File: config.mk
export PLATFORM = sky130hd
export DESIGN_NAME = coin_acceptor_flat
export DESIGN_NICKNAME = d
export VERILOG_FILES = /design/src/rtl/coin_pkg.sv /design/src/rtl/coin_acceptor_if.sv /design/src/rtl/coin_debounce.sv /design/src/rtl/coin_acceptor.sv /design/src/flat_wrapper.sv
export SDC_FILE = /design/constraint.sdc
export NUM_CORES = 1
export LEC_CHECK = 0
export ABC_AREA = 1
export BUFFER_PORTS_ARGS = -buffer_cell sky130_fd_sc_hd__buf_2
export CORE_ASPECT_RATIO = 1.4
export CORE_UTILIZATION = 54
export DETAILED_ROUTE_END_ITERATION = 16
export GPL_TIMING_DRIVEN = 0
export PLACE_DENSITY = 0.7
export SLEW_MARGIN = 20
export SYNTH_ARGS = -nofsm -noshare
export SYNTH_HDL_FRONTEND = slang
export SYNTH_SLANG_ARGS = --single-unit
export TNS_END_PERCENT = 50
File: constraint.sdc
create_clock -name clk -period 1.25 [get_ports clk]
set_input_delay 0 -clock clk [delete_from_list [all_inputs] [get_ports clk]]
set_output_delay 0 -clock clk [all_outputs]
set_load 0.01 [all_outputs]
File: src/rtl/coin_pkg.sv
// ----------------------------------------------------------------------------
// Module  : coin_pkg
// Brief   : Coin code constants, output-FSM state encoding and a saturating
//           increment helper shared by the coin acceptor and the vending FSM.
// Revision: 1.0 - initial release
// ----------------------------------------------------------------------------
`default_nettype none

package coin_pkg;

  localparam logic [1:0] COIN_NONE = 2'b00;
  localparam logic [1:0] COIN_5    = 2'b01;
  localparam logic [1:0] COIN_10   = 2'b10;

  typedef enum logic [1:0] {
    ST_IDLE = 2'b00,
    ST_EMIT = 2'b01,
    ST_GAP  = 2'b10
  } state_t;

  function automatic logic [15:0] sat_inc16(input logic [15:0] v);
    return (v == 16'hFFFF) ? v : v + 16'd1;
  endfunction

endpackage

`default_nettype wire

File: src/rtl/coin_acceptor_if.sv
// ----------------------------------------------------------------------------
// Module  : coin_acceptor_if
// Brief   : Sensor inputs and coin/flag outputs of the coin acceptor.
//           COIN_ACCEPTOR_COUNT_EN adds the total_5/total_10 counters.
// Revision: 1.0 - initial release
// ----------------------------------------------------------------------------
`default_nettype none

interface coin_acceptor_if;
  logic       sens_5;
  logic       sens_10;
  logic [1:0] coin;
  logic       reject;
  logic       overflow;
  logic [1:0] jam;
`ifdef COIN_ACCEPTOR_COUNT_EN
  logic [15:0] total_5;
  logic [15:0] total_10;

  modport master (output sens_5, sens_10,
                  input  coin, reject, overflow, jam, total_5, total_10);
  modport slave  (input  sens_5, sens_10,
                  output coin, reject, overflow, jam, total_5, total_10);
`else
  modport master (output sens_5, sens_10,
                  input  coin, reject, overflow, jam);
  modport slave  (input  sens_5, sens_10,
                  output coin, reject, overflow, jam);
`endif
endinterface

`default_nettype wire

File: src/rtl/coin_debounce.sv
// ----------------------------------------------------------------------------
// Module  : coin_debounce
// Brief   : One sensor channel: 2-flop synchroniser, debounce counter,
//           registered rising-event pulse, jam counter and jam flag.
// Revision: 1.0 - initial release
// ----------------------------------------------------------------------------
`default_nettype none

module coin_debounce #(
  parameter int DEBOUNCE_CYCLES = 4,
  parameter int JAM_CYCLES      = 1000
) (
  input  wire logic clk,
  input  wire logic rst,
  input  wire logic i_raw,
  output logic      o_event,
  output logic      o_jam
);

  localparam int DW = $clog2(DEBOUNCE_CYCLES + 1);
  localparam int JW = $clog2(JAM_CYCLES + 1);
  localparam logic [DW-1:0] c_DB_LAST  = DW'(DEBOUNCE_CYCLES - 1);
  localparam logic [JW-1:0] c_JAM_MAX  = JW'(JAM_CYCLES);
  localparam logic [JW-1:0] c_JAM_LAST = JW'(JAM_CYCLES - 1);

  logic          r_sync1, r_sync2, r_level, r_event, r_jam;
  logic [DW-1:0] r_db_cnt;
  logic [JW-1:0] r_jam_cnt;
  logic          w_toggle;

  // The debounced level flips on the last of DEBOUNCE_CYCLES disagreeing samples.
  assign w_toggle = (r_sync2 != r_level) && (r_db_cnt == c_DB_LAST);

  // Two-flop synchroniser for the asynchronous raw sensor.
  always_ff @(posedge clk or posedge rst) begin
    if (rst) begin
      r_sync1 <= 1'b0;
      r_sync2 <= 1'b0;
    end else begin
      r_sync1 <= i_raw;
      r_sync2 <= r_sync1;
    end
  end

  // Debounce: count consecutive disagreeing samples, any agreeing one restarts.
  always_ff @(posedge clk or posedge rst) begin
    if (rst) begin
      r_db_cnt <= '0;
      r_level  <= 1'b0;
    end else if (r_sync2 == r_level || w_toggle) begin
      r_db_cnt <= '0;
      r_level  <= r_level ^ w_toggle;
    end else begin
      r_db_cnt <= r_db_cnt + DW'(1);
    end
  end

  // Single-cycle event on a debounced 0->1 transition only.
  always_ff @(posedge clk or posedge rst) begin
    if (rst) r_event <= 1'b0;
    else     r_event <= w_toggle & ~r_level;
  end

  // Jam: saturating high-time counter; the flag drops with the debounced level.
  always_ff @(posedge clk or posedge rst) begin
    if (rst) begin
      r_jam_cnt <= '0;
      r_jam     <= 1'b0;
    end else if (!r_level || w_toggle) begin
      r_jam_cnt <= '0;
      r_jam     <= 1'b0;
    end else if (r_jam_cnt != c_JAM_MAX) begin
      r_jam_cnt <= r_jam_cnt + JW'(1);
      if (r_jam_cnt == c_JAM_LAST) r_jam <= 1'b1;
    end
  end

  assign o_event = r_event;
  assign o_jam   = r_jam;

endmodule

`default_nettype wire

File: src/rtl/coin_acceptor.sv
// ----------------------------------------------------------------------------
// Module  : coin_acceptor
// Brief   : Turns the two raw coin sensors into single-cycle coin codes with
//           a guaranteed idle gap; flags reject, overflow and jam.
//           COIN_ACCEPTOR_COUNT_EN adds saturating per-type emit totals.
// Revision: 1.0 - initial release
// ----------------------------------------------------------------------------
`default_nettype none

module coin_acceptor
  import coin_pkg::*;
#(
  parameter int DEBOUNCE_CYCLES = 4,
  parameter int GAP_CYCLES      = 2,
  parameter int JAM_CYCLES      = 1000
) (
  input wire logic        clk,
  input wire logic        rst,
  coin_acceptor_if.slave  bus
);

  localparam int GW = $clog2(GAP_CYCLES + 1);

  logic          w_ev5, w_ev10, w_jam5, w_jam10;
  logic          w_both, w_ovf, w_clr5, w_clr10;
  logic          w_pend5_nxt, w_pend10_nxt;
  logic          r_pend5, r_pend10, r_reject, r_ovf;
  logic [1:0]    r_coin, w_coin_nxt;
  logic [GW-1:0] r_gap_cnt, w_gap_nxt;
  state_t        r_state, w_state_nxt;

  coin_debounce #(.DEBOUNCE_CYCLES(DEBOUNCE_CYCLES), .JAM_CYCLES(JAM_CYCLES)) u_db5 (
    .clk(clk), .rst(rst), .i_raw(bus.sens_5), .o_event(w_ev5), .o_jam(w_jam5)
  );

  coin_debounce #(.DEBOUNCE_CYCLES(DEBOUNCE_CYCLES), .JAM_CYCLES(JAM_CYCLES)) u_db10 (
    .clk(clk), .rst(rst), .i_raw(bus.sens_10), .o_event(w_ev10), .o_jam(w_jam10)
  );

  // Output FSM next-state: load a pending coin (5 first), emit, then hold the gap.
  always_comb begin
    w_state_nxt = r_state;
    w_coin_nxt  = COIN_NONE;
    w_clr5      = 1'b0;
    w_clr10     = 1'b0;
    w_gap_nxt   = r_gap_cnt;
    case (r_state)
      ST_IDLE: begin
        if (r_pend5) begin
          w_coin_nxt  = COIN_5;
          w_clr5      = 1'b1;
          w_state_nxt = ST_EMIT;
        end else if (r_pend10) begin
          w_coin_nxt  = COIN_10;
          w_clr10     = 1'b1;
          w_state_nxt = ST_EMIT;
        end
      end
      ST_EMIT: begin
        w_state_nxt = ST_GAP;
        w_gap_nxt   = GW'(GAP_CYCLES);
      end
      ST_GAP: begin
        w_gap_nxt = r_gap_cnt - GW'(1);
        if (r_gap_cnt == GW'(1)) w_state_nxt = ST_IDLE;
      end
      default: w_state_nxt = ST_IDLE;
    endcase
  end

  // Pending slots: simultaneous events are both discarded; a full slot drops the event.
  always_comb begin
    w_both       = w_ev5 & w_ev10;
    w_ovf        = 1'b0;
    w_pend5_nxt  = r_pend5 & ~w_clr5;
    w_pend10_nxt = r_pend10 & ~w_clr10;
    if (!w_both) begin
      if (w_ev5) begin
        w_ovf       = w_pend5_nxt;
        w_pend5_nxt = 1'b1;
      end
      if (w_ev10) begin
        w_ovf        = w_ovf | w_pend10_nxt;
        w_pend10_nxt = 1'b1;
      end
    end
  end

  // State, coin code, pending slots and registered flag pulses.
  always_ff @(posedge clk or posedge rst) begin
    if (rst) begin
      r_state   <= ST_IDLE;
      r_coin    <= COIN_NONE;
      r_gap_cnt <= '0;
      r_pend5   <= 1'b0;
      r_pend10  <= 1'b0;
      r_reject  <= 1'b0;
      r_ovf     <= 1'b0;
    end else begin
      r_state   <= w_state_nxt;
      r_coin    <= w_coin_nxt;
      r_gap_cnt <= w_gap_nxt;
      r_pend5   <= w_pend5_nxt;
      r_pend10  <= w_pend10_nxt;
      r_reject  <= w_both;
      r_ovf     <= w_ovf;
    end
  end

  assign bus.coin     = r_coin;
  assign bus.reject   = r_reject;
  assign bus.overflow = r_ovf;
  assign bus.jam      = {w_jam10, w_jam5};

`ifdef COIN_ACCEPTOR_COUNT_EN
  logic [15:0] r_total_5, r_total_10;

  // Count each code at the moment it is loaded for emission.
  always_ff @(posedge clk or posedge rst) begin
    if (rst) begin
      r_total_5  <= '0;
      r_total_10 <= '0;
    end else begin
      if (w_clr5)  r_total_5  <= sat_inc16(r_total_5);
      if (w_clr10) r_total_10 <= sat_inc16(r_total_10);
    end
  end

  assign bus.total_5  = r_total_5;
  assign bus.total_10 = r_total_10;
`endif

endmodule

`default_nettype wire

File: src/flat_wrapper.sv
// flat-port wrapper written by rule: the top's interface ports become plain ports
module coin_acceptor_flat import coin_pkg::*;
#(
  parameter int DEBOUNCE_CYCLES = 4,
  parameter int GAP_CYCLES      = 2,
  parameter int JAM_CYCLES      = 1000
)
  (clk, rst, bus_sens_5, bus_sens_10, bus_coin, bus_reject, bus_overflow, bus_jam);
  coin_acceptor_if bus_i ();
  input wire logic clk;
  input wire logic rst;
  input wire logic [$bits(bus_i.sens_5)-1:0] bus_sens_5;
  input wire logic [$bits(bus_i.sens_10)-1:0] bus_sens_10;
  output wire logic [$bits(bus_i.coin)-1:0] bus_coin;
  output wire logic [$bits(bus_i.reject)-1:0] bus_reject;
  output wire logic [$bits(bus_i.overflow)-1:0] bus_overflow;
  output wire logic [$bits(bus_i.jam)-1:0] bus_jam;
  assign bus_i.sens_5 = bus_sens_5;
  assign bus_i.sens_10 = bus_sens_10;
  assign bus_coin = bus_i.coin;
  assign bus_reject = bus_i.reject;
  assign bus_overflow = bus_i.overflow;
  assign bus_jam = bus_i.jam;
  coin_acceptor #(.DEBOUNCE_CYCLES(DEBOUNCE_CYCLES), .GAP_CYCLES(GAP_CYCLES), .JAM_CYCLES(JAM_CYCLES)) u_core (.clk(clk), .rst(rst), .bus(bus_i));
endmodule
-- Word-level counts from Yosys, hierarchy flattened
Index checks and enable logic that the tools add are counted.
- register bits after elaboration: 46
- input port bits: 4
- output and inout bits: 6
- add/sub/neg operators: 5
- equality and inequality tests: 15
- mux-type cells: 33
- bitwise gates (word level): 12
- reductions and logical operators: 17
- operators with widths (kind ; count):
    2-to-1 mux 10 bit ; 4
    adder 10 x 1 -> 10 bit (second input constant) ; 2
    equality test 10 bit (second input constant) ; 2
    inequality test 10 bit (second input constant) ; 2
    2-to-1 mux 1 bit ; 19
    2-to-1 mux 2 bit ; 6
    nonzero test 2 bit ; 5
    adder 3 x 1 -> 3 bit (second input constant) ; 2
    equality test 3 x 2 -> 1 bit (second input constant) ; 2
    2-to-1 mux 3 bit ; 2
    case mux 2 bit (3 select lines) ; 1
    AND reduction 2 bit ; 3
    bitwise AND 1 bit ; 5
    equality test 2 x 1 -> 1 bit (second input constant) ; 2
    logical OR 1 bit ; 4
    inverter 1 bit ; 4
    case mux 2 bit (2 select lines) ; 1
    inequality test 3 x 1 -> 1 bit (second input constant) ; 1
    equality test 1 bit ; 2
    equality test 2 bit (second input constant) ; 1
    logical AND 1 bit ; 2
    zero test 1 bit ; 2
    zero test 2 bit ; 1
    inequality test 1 bit ; 2
    4 further kinds ; 5

-- Depth between registers and ports, before layout
- depth after elaboration: 9
- mapped depth: 8
- depth with buffers taken out: 8

-- Hierarchy
A second synthesis with hierarchy kept.
- cell total of the unflattened synthesis: 265
- area, all modules: 2248.4 sq um
- modules (own cells, without submodules) (module ; times used ; cells an instance ; area an instance (sq um)):
    coin_debounce at u_core.u_db5 ; 1 ; 113 ; 923.4
    coin_debounce at u_core.u_db10 ; 1 ; 100 ; 854.6
    coin_acceptor ; 1 ; 52 ; 470.5

-- Worst setup path before layout
Ideal clock, no wire load.
- kind: reg-to-reg
- start: register u_core.u_db10.r_db_cnt[0]
- end: register u_core.u_db10.r_jam_cnt[3]
- setup time: 0.077 ns
- data arrival time: 1.243 ns
- required time: 1.173 ns
- slack: -0.071 ns
- stages on the path, launching flop included: 8
- buffers on the path: 0
- period minus slack after synthesis: 1.321 ns
- cells stage by stage: dfrtp_1 -> ha_1 -> ha_1 -> inv_1 -> o21ai_2 -> inv_1 -> o21ai_0 -> a21oi_1
- word-level cells in the longest chain between the ends: 4
- ends and longest elaborated chain (element ; line ; RTL):
    start, declared ; coin_debounce.sv:27 ; logic [DW-1:0] r_db_cnt;
    start signal, assigned ; coin_debounce.sv:54 ; r_db_cnt <= r_db_cnt + DW'(1);
    equality test 3 x 2 -> 1 bit * ; coin_debounce.sv:32 ; assign w_toggle = (r_sync2 != r_level) && (r_db_cnt == c_DB_LAST);
    logical AND 1 bit * ; coin_debounce.sv:32 ;
    logical OR 1 bit * ; coin_debounce.sv:69 ; end else if (!r_level || w_toggle) begin
    2-to-1 mux 10 bit / nonzero test 2 bit (equally long branches) ; -- ;
    end signal, assigned ; coin_debounce.sv:73 ; r_jam_cnt <= r_jam_cnt + JW'(1);
    end, declared ; coin_debounce.sv:28 ; logic [JW-1:0] r_jam_cnt;
Mark *: on every way between the ends. The rest lies on a longest branch, timed or not.
A chain may end at the register's enable or synchronous reset.

-- Worst setup path after layout
- start: register u_core.u_db10.r_db_cnt[0]
- end: register u_core.u_db10.r_jam_cnt[1]
The elaborated chain is that of the path after synthesis.

==> impl_metrics.xml <==
<?xml version="1.0" encoding="UTF-8"?>
<metrics>
  <group name="outcome">
    <metric name="status" unit="">finished, violations left</metric>
    <metric name="violations" unit="">negative setup slack</metric>
  </group>
  <group name="finish">
    <metric name="num_antenna_cells" unit="">0</metric>
    <metric name="post_route_cells_drive_above_1_share" unit="">0.2509</metric>
    <metric name="design.final.nets" unit="">307</metric>
    <metric name="layout_commonest_cell" unit="">sky130_fd_sc_hd__nand2_1</metric>
    <metric name="final_cells" unit="">334</metric>
    <metric name="layout_common_cells" unit="">sky130_fd_sc_hd__nand2_1, sky130_fd_sc_hd__dfrtp_1, sky130_fd_sc_hd__inv_1</metric>
    <metric name="area_delta_synth_final" unit="%">23.81</metric>
    <metric name="final_util" unit="">0.6973</metric>
    <metric name="n_fill_cell" unit="">302</metric>
  </group>
  <group name="setup_path">
    <metric name="regToRegEndpoint" unit="">u_core.u_db10.r_jam_cnt[1]</metric>
    <metric name="path_max_fanout" unit="">6</metric>
    <metric name="cp-start-kind" unit="">register</metric>
    <metric name="rr_startpoint" unit="">u_core.u_db10.r_db_cnt[0]</metric>
    <metric name="r2r_slack" unit="ps">-70</metric>
    <metric name="r2r.worst_path.cells" unit="">7</metric>
    <metric name="cp_data_required_time" unit="ps">1440</metric>
    <metric name="setup.worst_path.start" unit="">u_core.u_db10.r_db_cnt[0]</metric>
    <metric name="cp-end-kind" unit="">register</metric>
    <metric name="worst_ep_arrival_time" unit="ps">1520</metric>
    <metric name="path_class" unit="">reg2reg</metric>
  </group>
  <group name="floorplanning">
    <metric name="coreArea" unit="um^2">3919</metric>
    <metric name="start_util" unit="">0.5632</metric>
    <metric name="die_w" unit="um">56.03</metric>
    <metric name="std_cell_rows" unit="">27</metric>
    <metric name="ios" unit="">10</metric>
    <metric name="floorplan.die.height" unit="um">77.65</metric>
    <metric name="die_area" unit="um^2">4350</metric>
  </group>
  <group name="global_routing">
    <metric name="number_of_global_route_vias_before_repair" unit="">1575</metric>
    <metric name="wire_length_of_the_first_global_routing_pass" unit="um">6492</metric>
    <metric name="global_route.usage.total" unit="">0.1898</metric>
    <metric name="pin_count_of_the_biggest_net_entering_global_routing" unit="">33</metric>
    <metric name="grt_overflow" unit="">0</metric>
    <metric name="antenna_found_initial" unit="">0</metric>
  </group>
  <group name="sta">
    <metric name="post_route_fraction_of_the_period_consumed_by_the_critical_path" unit="">1.060</metric>
    <metric name="period_minus_slack" unit="ps">1325</metric>
    <metric name="tightest_pin_transition" unit="ps">341.7</metric>
    <metric name="final_max_slew_viol_count" unit="">0</metric>
    <metric name="hold-worst-slack" unit="ps">205.9</metric>
    <metric name="max_clock_freq" unit="GHz">0.7549</metric>
    <metric name="final.setup.worst_slack" unit="ps">-74.75</metric>
    <metric name="grt_setup_unrepaired" unit="">yes</metric>
    <metric name="fin_skew" unit="ps">8.115</metric>
    <metric name="relative_slew_slack" unit="">0.7718</metric>
    <metric name="final-hold-violation-count" unit="">0</metric>
    <metric name="report.final.setup_viol" unit="">21</metric>
  </group>
  <group name="routing">
    <metric name="detail-route-antenna-nets" unit="">0</metric>
    <metric name="vias" unit="">1668</metric>
    <metric name="wl_per_cell" unit="um">11.56</metric>
    <metric name="route.detailed.drc" unit="">0</metric>
    <metric name="dr.first_iter.drc_count" unit="">45</metric>
    <metric name="post_dr_vias_cell" unit="">4.994</metric>
    <metric name="drt_pre_antenna_iters" unit="">4</metric>
    <metric name="wl" unit="um">3862</metric>
  </group>
  <group name="clock_network">
    <metric name="root_buffer" unit="">sky130_fd_sc_hd__clkbuf_8</metric>
    <metric name="cts.reportedPaths.clkPinSlew" unit="ps">80</metric>
    <metric name="numClockSinks" unit="">46</metric>
    <metric name="clkLatencyLatePin" unit="ps">300</metric>
    <metric name="tritoncts" unit="">yes</metric>
    <metric name="clock_tree.buffer_depth" unit="">2</metric>
    <metric name="cts_buffers" unit="">5</metric>
    <metric name="clock_tree.htree_level_count" unit="">2</metric>
  </group>
  <group name="logic_synthesis">
    <metric name="netlist-cell-type-count" unit="">21</metric>
    <metric name="netlist_top_cells_area" unit="">sky130_fd_sc_hd__dfrtp_1, sky130_fd_sc_hd__nand2_1, sky130_fd_sc_hd__inv_1, sky130_fd_sc_hd__ha_1, sky130_fd_sc_hd__nor2_1</metric>
    <metric name="ys_seq_area_frac" unit="">0.5215</metric>
    <metric name="syn_inst" unit="">256</metric>
    <metric name="synthesis.nets" unit="">273</metric>
    <metric name="synth_area" unit="um^2">2207</metric>
    <metric name="mean_cell_area_of_the_mapped_netlist" unit="um^2">8.622</metric>
    <metric name="yosys_warnings" unit="">0</metric>
    <metric name="yosysTopAreaCell" unit="">sky130_fd_sc_hd__dfrtp_1</metric>
    <metric name="netlist.area_leader.share" unit="">0.5215</metric>
    <metric name="synth_seq_cells" unit="">46</metric>
  </group>
  <group name="run">
    <metric name="max-cap-violations" unit="">0</metric>
  </group>
  <group name="power_and_ir_drop">
    <metric name="leakagePower" unit="nW">1.319</metric>
    <metric name="ir_drop" unit="mV">1.847</metric>
    <metric name="p_per_area" unit="nW/um^2">1869</metric>
  </group>
  <group name="place">
    <metric name="detailedPlacementHpwl" unit="um">2484</metric>
    <metric name="dp_cells" unit="">309</metric>
    <metric name="buffer_ports.inserted" unit="">9</metric>
    <metric name="dpl_worst_slack" unit="ps">-185.7</metric>
    <metric name="place_congestion" unit="">0.7544</metric>
  </group>
  <group name="hold_path">
    <metric name="hold_path.class" unit="">in2async</metric>
  </group>
</metrics>
-- power breakdown --
part | internal (mW) | switching [mW] | leakage (nW)
combinational | 0.834 | 0.942 | 0.638
sequential | 1.78 | 0.252 | 0.612
clock | 0.801 | 0.505 | 0.0683
-- cells by family after synthesis --
family,count (synthesis),share of synthesized area
fa+ha+maj,13,0.07370
compound gates,23,0.06066
xor+xnor,3,0.01191
buf+inv,49,0.08673
flops,46,0.5215
simple gates,122,0.2455
-- flip-flops by register name (all words and copies together), names as in the netlist, 2 cells and up, named ones only --
signal	flops
u_core.u_db10.r_db_cnt	3
u_core.r_state	2
u_core.u_db5.r_db_cnt	3
u_core.r_gap_cnt	2
u_core.u_db10.r_jam_cnt	10
u_core.bus.coin	2
u_core.u_db5.r_jam_cnt	10
-- cell usage after synthesis, drive strengths merged --
cell / count
nor2: 42
dfrtp: 46
nor3: 3
nand2: 54
o21ai: 7
ha: 13
or2: 2
xor2: 3
buf: 2
a21oi: 13
nand4: 7
a31oi: 1
nand3: 14
o22ai: 2
inv: 47
-- per-layer routing --
layer	up-vias	global-route usage	wire length [um]
met5	-	0	0
met4	0	0.06585	55
met3	7	0.04500	87
met2	17	0.3476	2102
met1	782	0.2117	1616
li1	862	-	-
-- worst max path at each step --
stage,to,slack [ps],cells past startpoint
3_5_place_dp,u_core.u_db5.r_jam_cnt[0],-190,7
5_1_grt,u_core.u_db5.r_jam_cnt[4],-130,6
3_3_place_gp,u_core.u_db5.r_db_cnt[1],-430,2
4_1_cts,u_core.u_db10.r_jam_cnt[3],-80,7
6_report,u_core.u_db10.r_jam_cnt[1],-70,7
2_1_floorplan,u_core.u_db5.r_jam_cnt[0],-6,7
-- final cells by class --
type                    count  area (um^2)  area share
well taps                  43        53.80     0.01969
clock buffers               5        68.82     0.02518
inverters                  47        186.4     0.06822
plain buffers               2        15.01    0.005495
flip-flops and latches     46         1152      0.4217
multi-input cells         161        987.2      0.3613
clock inverters             3        68.82     0.02518
repair buffers             27        200.2     0.07326
-- through the flow --
step                      area, um^2  power (mW)  setup TNS (ps)
after floorplan                 2232       2.875          -10.99
after global placement          2331       3.088          -21370
after detailed placement        2351       3.163           -2023
after CTS                       2614       4.695          -814.9
after global routing            2733       5.450           -2413
final                           2733       5.108           -1153
-- worst max-delay path: stages (launching register included) --
cell,delay [ps]
sky130_fd_sc_hd__dfrtp_1,380
sky130_fd_sc_hd__ha_2,200
sky130_fd_sc_hd__ha_4,150
sky130_fd_sc_hd__inv_4,40
sky130_fd_sc_hd__o21ai_4,220
sky130_fd_sc_hd__inv_4,80
sky130_fd_sc_hd__nand3_1,90
sky130_fd_sc_hd__nand2_1,50
-- what timing repair did --
action | in CTS | in global routing
setup buffers | 7 | 7
pin swaps | 15 | 13
hold buffers | 3 | 0
hold endpoints to repair | 48 | 0
endpoints found under the setup margin | 17 | 31
resized for setup | 12 | 22
No activity file was read; power rests on OpenSTA's default activity.
